## src/rtl/mem_arbiter.sv

```systemverilog
// mem_arbiter: round-robin I/D cache line arbiter in front of slow_memory.
// Latches one request per grant, forwards it to memory, watchdogs latency.
//
// Ports:
//   clk, rst_n                      clock, async active-low reset
//   i_read/i_write/i_addr/i_wdata   I-cache line request
//   i_rdata/i_ready                 I-cache response
//   d_read/d_write/d_addr/d_wdata   D-cache line request
//   d_rdata/d_ready                 D-cache response
//   mem_read/mem_write/mem_addr/
//   mem_wdata                       registered request to slow_memory
//   mem_rdata/mem_ready             slow_memory response
//   timeout_err                     sticky latency watchdog flag
module mem_arbiter #(
  parameter int TIMEOUT = 64
) (
  input  logic         clk,
  input  logic         rst_n,
  input  logic         i_read,
  input  logic         i_write,
  input  logic [27:0]  i_addr,
  input  logic [127:0] i_wdata,
  output logic [127:0] i_rdata,
  output logic         i_ready,
  input  logic         d_read,
  input  logic         d_write,
  input  logic [27:0]  d_addr,
  input  logic [127:0] d_wdata,
  output logic [127:0] d_rdata,
  output logic         d_ready,
  output logic         mem_read,
  output logic         mem_write,
  output logic [27:0]  mem_addr,
  output logic [127:0] mem_wdata,
  input  logic [127:0] mem_rdata,
  input  logic         mem_ready,
  output logic         timeout_err
);

  localparam int CW = $clog2(TIMEOUT + 1);
  localparam logic [CW-1:0] CNT_MAX = CW'(TIMEOUT);
  localparam logic [CW-1:0] CNT_HIT = CW'(TIMEOUT - 1);

  typedef enum logic [1:0] {
    IDLE  = 2'd0,
    GNT_I = 2'd1,
    GNT_D = 2'd2
  } state_e;

  state_e         state_q, state_d;
  logic           last_d_q, last_d_d;
  logic [CW-1:0]  cnt_q, cnt_d;
  logic           rd_q, rd_d;
  logic           wr_q, wr_d;
  logic [27:0]    addr_q, addr_d;
  logic [127:0]   wdata_q, wdata_d;
  logic           terr_q, terr_d;

  logic i_req, d_req;
  logic pick_i, pick_d;

  assign i_req = i_read | i_write;
  assign d_req = d_read | d_write;

  // On a tie the port that did not win last time is served.
  assign pick_d = d_req & (~i_req | ~last_d_q);
  assign pick_i = i_req & ~pick_d;

  always_comb begin
    state_d  = state_q;
    last_d_d = last_d_q;
    cnt_d    = cnt_q;
    rd_d     = rd_q;
    wr_d     = wr_q;
    addr_d   = addr_q;
    wdata_d  = wdata_q;
    terr_d   = terr_q;
    unique case (state_q)
      IDLE: begin
        unique case (1'b1)
          pick_d: begin
            state_d = GNT_D;
            cnt_d   = '0;
            rd_d    = d_read;
            wr_d    = d_write;
            addr_d  = d_addr;
            wdata_d = d_wdata;
          end
          pick_i: begin
            state_d = GNT_I;
            cnt_d   = '0;
            rd_d    = i_read;
            wr_d    = i_write;
            addr_d  = i_addr;
            wdata_d = i_wdata;
          end
          default: ;
        endcase
      end
      GNT_I, GNT_D: begin
        if (mem_ready) begin
          state_d  = IDLE;
          last_d_d = (state_q == GNT_D);
          rd_d     = 1'b0;
          wr_d     = 1'b0;
          addr_d   = '0;
          wdata_d  = '0;
        end else begin
          if (cnt_q != CNT_MAX) cnt_d = cnt_q + 1'b1;
          // Flag on the edge where the count would reach TIMEOUT.
          if (cnt_q >= CNT_HIT) terr_d = 1'b1;
        end
      end
      default: state_d = IDLE;
    endcase
  end

  always_ff @(posedge clk or negedge rst_n) begin
    if (!rst_n) begin
      state_q  <= IDLE;
      last_d_q <= 1'b0;
      cnt_q    <= '0;
      rd_q     <= 1'b0;
      wr_q     <= 1'b0;
      addr_q   <= '0;
      wdata_q  <= '0;
      terr_q   <= 1'b0;
    end else begin
      state_q  <= state_d;
      last_d_q <= last_d_d;
      cnt_q    <= cnt_d;
      rd_q     <= rd_d;
      wr_q     <= wr_d;
      addr_q   <= addr_d;
      wdata_q  <= wdata_d;
      terr_q   <= terr_d;
    end
  end

  assign mem_read    = rd_q;
  assign mem_write   = wr_q;
  assign mem_addr    = addr_q;
  assign mem_wdata   = wdata_q;
  assign timeout_err = terr_q;

  assign i_ready = mem_ready & (state_q == GNT_I);
  assign d_ready = mem_ready & (state_q == GNT_D);
  assign i_rdata = mem_rdata;
  assign d_rdata = mem_rdata;

endmodule

```

## config.mk

```make
export PLATFORM = sky130hd
export DESIGN_NAME = mem_arbiter
export DESIGN_NICKNAME = d
export VERILOG_FILES = /design/src/rtl/mem_arbiter.sv
export SDC_FILE = /design/constraint.sdc
export NUM_CORES = 1
export LEC_CHECK = 0
export CORE_AREA = 2 2 340 342
export DETAILED_ROUTE_END_ITERATION = 8
export DIE_AREA = 0 0 342 344
export PLACE_DENSITY = 0.3
export RECOVER_POWER = 100
export SETUP_SLACK_MARGIN = 0.02
export SYNTH_ARGS = -nofsm -noshare
export SYNTH_HDL_FRONTEND = slang
export SYNTH_SLANG_ARGS = --single-unit
```

## constraint.sdc

```tcl
create_clock -name clk -period 2.3 [get_ports clk]
set_input_delay 0.345 -clock clk [delete_from_list [all_inputs] [get_ports clk]]
set_output_delay 0.345 -clock clk [all_outputs]
set_load 0.01 [all_outputs]
```

Word-level counts from Yosys, hierarchy flattened
Index checks and enable logic that the tools add are counted.

word-level totals
  bits in registers = 169
  input port bits = 447
  output and inout port bits = 417
  word-level logic and storage cells = 56

operators by class
  add/subtract/negate cells = 1
  order comparisons = 1
  equal/unequal tests = 8
  muxes and demuxes = 18
  bitwise logic cells = 11
  reductions and logical operators = 9

operator list
  cell                                                                                  count
  128-bit one-hot mux with 2 select lines                                               2
  128-bit 2-to-1 mux                                                                    1
  28-bit one-hot mux with 2 select lines                                                2
  28-bit 2-to-1 mux                                                                     1
  7-bit 2-to-1 mux                                                                      3
  7-bit one-hot mux with 2 select lines                                                 1
  2-bit inequality test (second input constant)                                         4
  1-bit one-hot mux with 2 select lines                                                 4
  2-bit one-hot mux with 2 select lines                                                 2
  7-bit by 1-bit adder with 7-bit output (second input constant)                        1
  7-bit by 6-bit greater-or-equal comparator with 1-bit output (second input constant)  1
  7-bit inequality test (second input constant)                                         1
  3-bit AND reduction                                                                   2
  1-bit AND                                                                             4
  1-bit NOT                                                                             4
  2-bit AND reduction                                                                   2
  4-bit AND reduction                                                                   1
  2-bit OR reduction                                                                    2
  3-bit inequality test (second input constant)                                         1
  1-bit bitwise OR                                                                      3
  2-bit by 1-bit equality test with 1-bit output (second input constant)                1
  2-bit equality test (second input constant)                                           1
  2-bit logical NOT                                                                     1
  2-bit 2-to-1 mux                                                                      1
  2 further kinds                                                                       2

Logic depth before layout (Yosys ltp)
  word-level depth = 9
  mapped depth = 8
  depth with buffers taken out = 6

Worst setup path after synthesis
Ideal clock, no wire load.

  path kind = register to register
  from = register state_q[0]
  to = register cnt_q[5]
  library setup time = 0.121 ns
  data arrival time = 1.783 ns
  data required time = 2.179 ns
  slack = 0.396 ns
  cell stages (with the launch flop) = 8
  buffers on the path = 1
  period minus slack after synthesis = 1.904 ns
  cell sequence = dfrtp_1 > inv_1 > ha_1 > and2b_1 > nor2_1 > or3_1 > buf_6 > a22o_1

between the ends
  word-level cells in the longest chain between the ends = 4
  elaborated cells between the ends (all ways) = 10
  those cells by class = eq/ne: 5; mux: 1; reduce/logical: 4

RTL lines
  item                                                                                          RTL line  text
  start: declaration                                                                            50        state_e state_q, state_d;
  start signal: assignment                                                                      129       state_q <= state_d;
  2-bit equality test / 2-bit by 1-bit equality test with 1-bit output (equally long branches)  78        unique case (state_q)
  2-bit OR reduction                                                                            78
  2-bit inequality test (no line) / 2-bit nonzero test (equally long branches)                  --
  4-bit AND reduction (no line)                                                                 --
  end signal: assignment                                                                        131       cnt_q <= cnt_d;
  end: declaration                                                                              52        logic [CW-1:0] cnt_q, cnt_d;

Several ways; a longest one is shown, not always the timed one.
A chain may end at the register's enable or synchronous reset.

Worst setup path in the final report
  from = register cnt_q[0]
  to = register cnt_q[1]

between the ends
  word-level cells in the longest chain between the ends = 4
  elaborated cells between the ends (all ways) = 7
  those cells by class = add/sub: 1; eq/ne: 2; mux: 3; reduce/logical: 1

RTL lines
  item                                    RTL line  text
  7-bit by 1-bit adder with 7-bit output  109       if (cnt_q != CNT_MAX) cnt_d = cnt_q + 1'b1;
  7-bit 2-to-1 mux                        109
  7-bit 2-to-1 mux                        101       if (mem_ready) begin
  7-bit one-hot mux with 2 select lines   78

Several ways; a longest one is shown, not always the timed one. The select of a mux whose other input is x is not followed.

==> flow_metrics.py <==
metrics = {
    "run_status": {
        "status": "complete, but fails checks",
        "violations": "capacitance limit, slew limit",
    },
    "global_route": {
        "track_usage_pct": 7.00,
        "grt_max_degree": 73,
        "antenna_found_initial": 2,
        "grt_pass1_wl_um": 59100,
        "grt_pass1_vias": 8594,
        "grt_overflow": 0,
    },
    "timing": {
        "whs_ns": 0.468,
        "final.setup.tns_ns": 0,
        "finalSetupViolations": 0,
        "hold_viol_final": 0,
        "finalCritPeriodShare_pct": 94.5,
        "worst_pin_slew_ns": 1.61,
        "max_freq_ghz": 0.460,
        "setup_slack_ns": 0.126,
        "slew_headroom_pct": -7.65,
        "fin_crit_ns": 2.17,
        "clock_skew_ns": 0.0122,
        "report.final.slew_viol_count": 55,
        "rsz0062_at_grt": "no",
    },
    "finish": {
        "drive_above_1_share_pct": 8.37,
        "insertedDiodeCount": 0,
        "nFillCells": 12900,
        "stdcell_count": 2815,
        "area_growth_pct": 58.5,
        "nets": 1743,
        "final_util_pct": 13.8,
    },
    "yosys": {
        "synthArstFlopShare_pct": 100,
        "ys.flop_type": "dfrtp_1",
        "synth_edf_count": 0,
        "synth-seq-area-share_pct": 42.8,
        "synth_nets": 1475,
        "synth_most_common_cell": "buf_4",
        "synthCells": 1023,
        "synth_area_per_cell_um2": 9.66,
        "ys_warn_count": 0,
        "synth_area_leaders": "dfrtp_1 (43%), buf_4 (19%), mux2i_1 (16%)",
        "syn_area_mm2": 0.00988,
        "synth-seq-cells": 169,
        "synth_top_cells_by_count": "buf_4 (256), dfrtp_1 (169), nand2_1 (164)",
        "synth.top_cell.area_share_pct": 42.8,
        "synth.distinct_cells": 41,
        "yosys.area.top_type": "dfrtp_1",
    },
    "place": {
        "port_buffers": 479,
        "dpl.hpwl_um": 34500,
        "preCtsSetupSlack_ns": -0.145,
        "dp_cells": 2780,
        "place_congestion": 0.742,
    },
    "floorplan": {
        "fp-row-count": 124,
        "coreArea_mm2": 0.114,
        "die_area_mm2": 0.118,
        "die_y_um": 344,
        "io-pin-count": 864,
        "die_x_um": 342,
        "initial_core_util_pct": 8.68,
    },
    "clock_network": {
        "clock_sinks": 169,
        "clockBufferDepth": 2,
        "htreeDepth": 4,
        "clkLatencyLatePin_ns": 0.50,
        "cts_tree": "built",
        "root_buffer": "clkbuf_16",
        "clkTransAtPathRegs_ns": 0.07,
        "cts_buffers": 17,
    },
    "route": {
        "wire_per_inst_um": 15.2,
        "drc": 0,
        "vias": 7896,
        "drt-pass1-iter-count": 4,
        "postRouteAntennaNets": 0,
        "totalWireLength_um": 42700,
        "viasPerCell": 2.80,
        "drt_iter0_drc": 236,
    },
    "setup_path": {
        "worstSetupStartpointType": "register",
        "worstSetupEndpointType": "register",
        "crit_fanout": 7,
        "arrival_ns": 2.59,
        "crit_type": "register to register",
        "cp_data_required_time_ns": 2.72,
    },
    "power": {
        "vdd_drop_max_mv": 0.705,
        "cellLeakagePower_nw": 6.74,
        "power_density_mw_per_mm2": 1110,
    },
    "flow_run": {
        "maxCapViolCount": 1,
    },
    "min_path": {
        "hold_path.class": "register to register",
    },
}
## routing by layer
metal	GRT usage (%)	vias up	routed length (um)	share of wire (%)
met4	3.98	2	1730	4.1
met5	0	-	13	0.030
met2	10.9	410	19500	46
met1	7.81	3640	17100	40
met3	3.40	118	4350	10
li1	-	3726	-	-
## per-stage QoR
stage / power, mW / cell area, um2
4_1_cts: 18.7 / 15700
5_1_grt: 19.0 / 15700
6_report: 17.5 / 15700
3_3_place_gp: 15.3 / 15100
2_1_floorplan: 9.98 / 9880
3_5_place_dp: 15.4 / 15100
## layout make-up
type	count	area (um2)	share of cell area (%)
repair buffers	558	5450	34.8
flip-flops and latches	169	4230	27.0
multi-input cells	539	3480	22.2
well taps	1512	1890	12.1
clock buffers	25	505	3.23
clock inverters	6	87.6	0.559
inverters	6	22.5	0.144
## final timing paths
check,start,to,slack (ns),cells past startpoint
setup reg to reg,cnt_q[0],cnt_q[1],0.13,6
hold reg to reg,timeout_err,timeout_err,0.47,1
hold / removal,timeout_err,timeout_err,0.47,1
min in group asynchronous,rst_n,state_q[0],0.78,2
setup / recovery,cnt_q[0],cnt_q[1],0.13,6
max in group asynchronous,rst_n,mem_wdata[53],0.38,3
## power breakdown
| part | leakage (nW) | internal [mW] | switching (mW) |
|---|---|---|---|
| Sequential | 2.15 | 4.34 | 0.741 |
| Combinational | 4.31 | 4.22 | 5.10 |
| Clock | 0.282 | 1.73 | 1.34 |
| Total | 6.74 | 10.3 | 7.18 |
## sequential cells by signal, indices dropped and copies added (netlist names)
signal / count
mem_read: 1
timeout_err: 1
mem_write: 1
last_d_q: 1
mem_addr: 28
cnt_q: 7
state_q: 2
mem_wdata: 128
## critical path: stages (launching register included)
cell and delay [ns]:
dfrtp_1 0.41, inv_1 0.11, ha_1 0.15, or4b_1 0.48, nor4b_4 0.35, or3_1 0.37, mux2i_1 0.22
## placed cells by master, fill, tap and decap left out, types with 2 or more instances in the layout
| cell type | synthesis | layout |
|---|---|---|
| a21o_1 | 2 | 2 |
| a21oi_1 | 2 | 2 |
| a22o_1 | 2 | 2 |
| and2_1 | 3 | 2 |
| buf_12 | 0 | 8 |
| buf_4 | 256 | 50 |
| buf_6 | 1 | 4 |
| bufinv_16 | 0 | 2 |
| clkbuf_1 | 8 | 10 |
| clkbuf_16 | 0 | 17 |
| clkbuf_2 | 2 | 9 |
| clkbuf_8 | 0 | 5 |
| clkdlybuf4s25_1 | 0 | 2 |
| clkdlybuf4s50_1 | 0 | 318 |
| clkinvlp_4 | 0 | 3 |
| dfrtp_1 | 169 | 169 |
| dlygate4sd3_1 | 0 | 159 |
| ha_1 | 5 | 4 |
| inv_1 | 6 | 6 |
| mux2i_1 | 158 | 158 |
| nand2_1 | 164 | 164 |
| nand3_1 | 5 | 5 |
| nand3b_1 | 3 | 3 |
| nor2_1 | 4 | 4 |
| o211ai_1 | 3 | 3 |
| o21ai_0 | 51 | 108 |
| o21ai_1 | 110 | 52 |
| o22ai_4 | 0 | 2 |
| o31ai_1 | 7 | 7 |
## what timing repair did
action                                  in CTS  in global routing
endpoints found under the setup margin       0                137
resized for setup                            0                  4
setup buffers                                0                  2
hold endpoints to repair                    44                  0
hold buffers                                 1                  0
## cells by family after synthesis
kind of cell | count (synthesis) | share of synthesized area, %
AOI/OAI and AO/OA | 184 | 10.1
adders and majority gates | 5 | 0.633
muxes | 159 | 16.1
buffers and inverters | 315 | 22.3
and+or+nand+nor | 191 | 8.13
DFF | 169 | 42.8
Power figures use the tool's default switching activity.
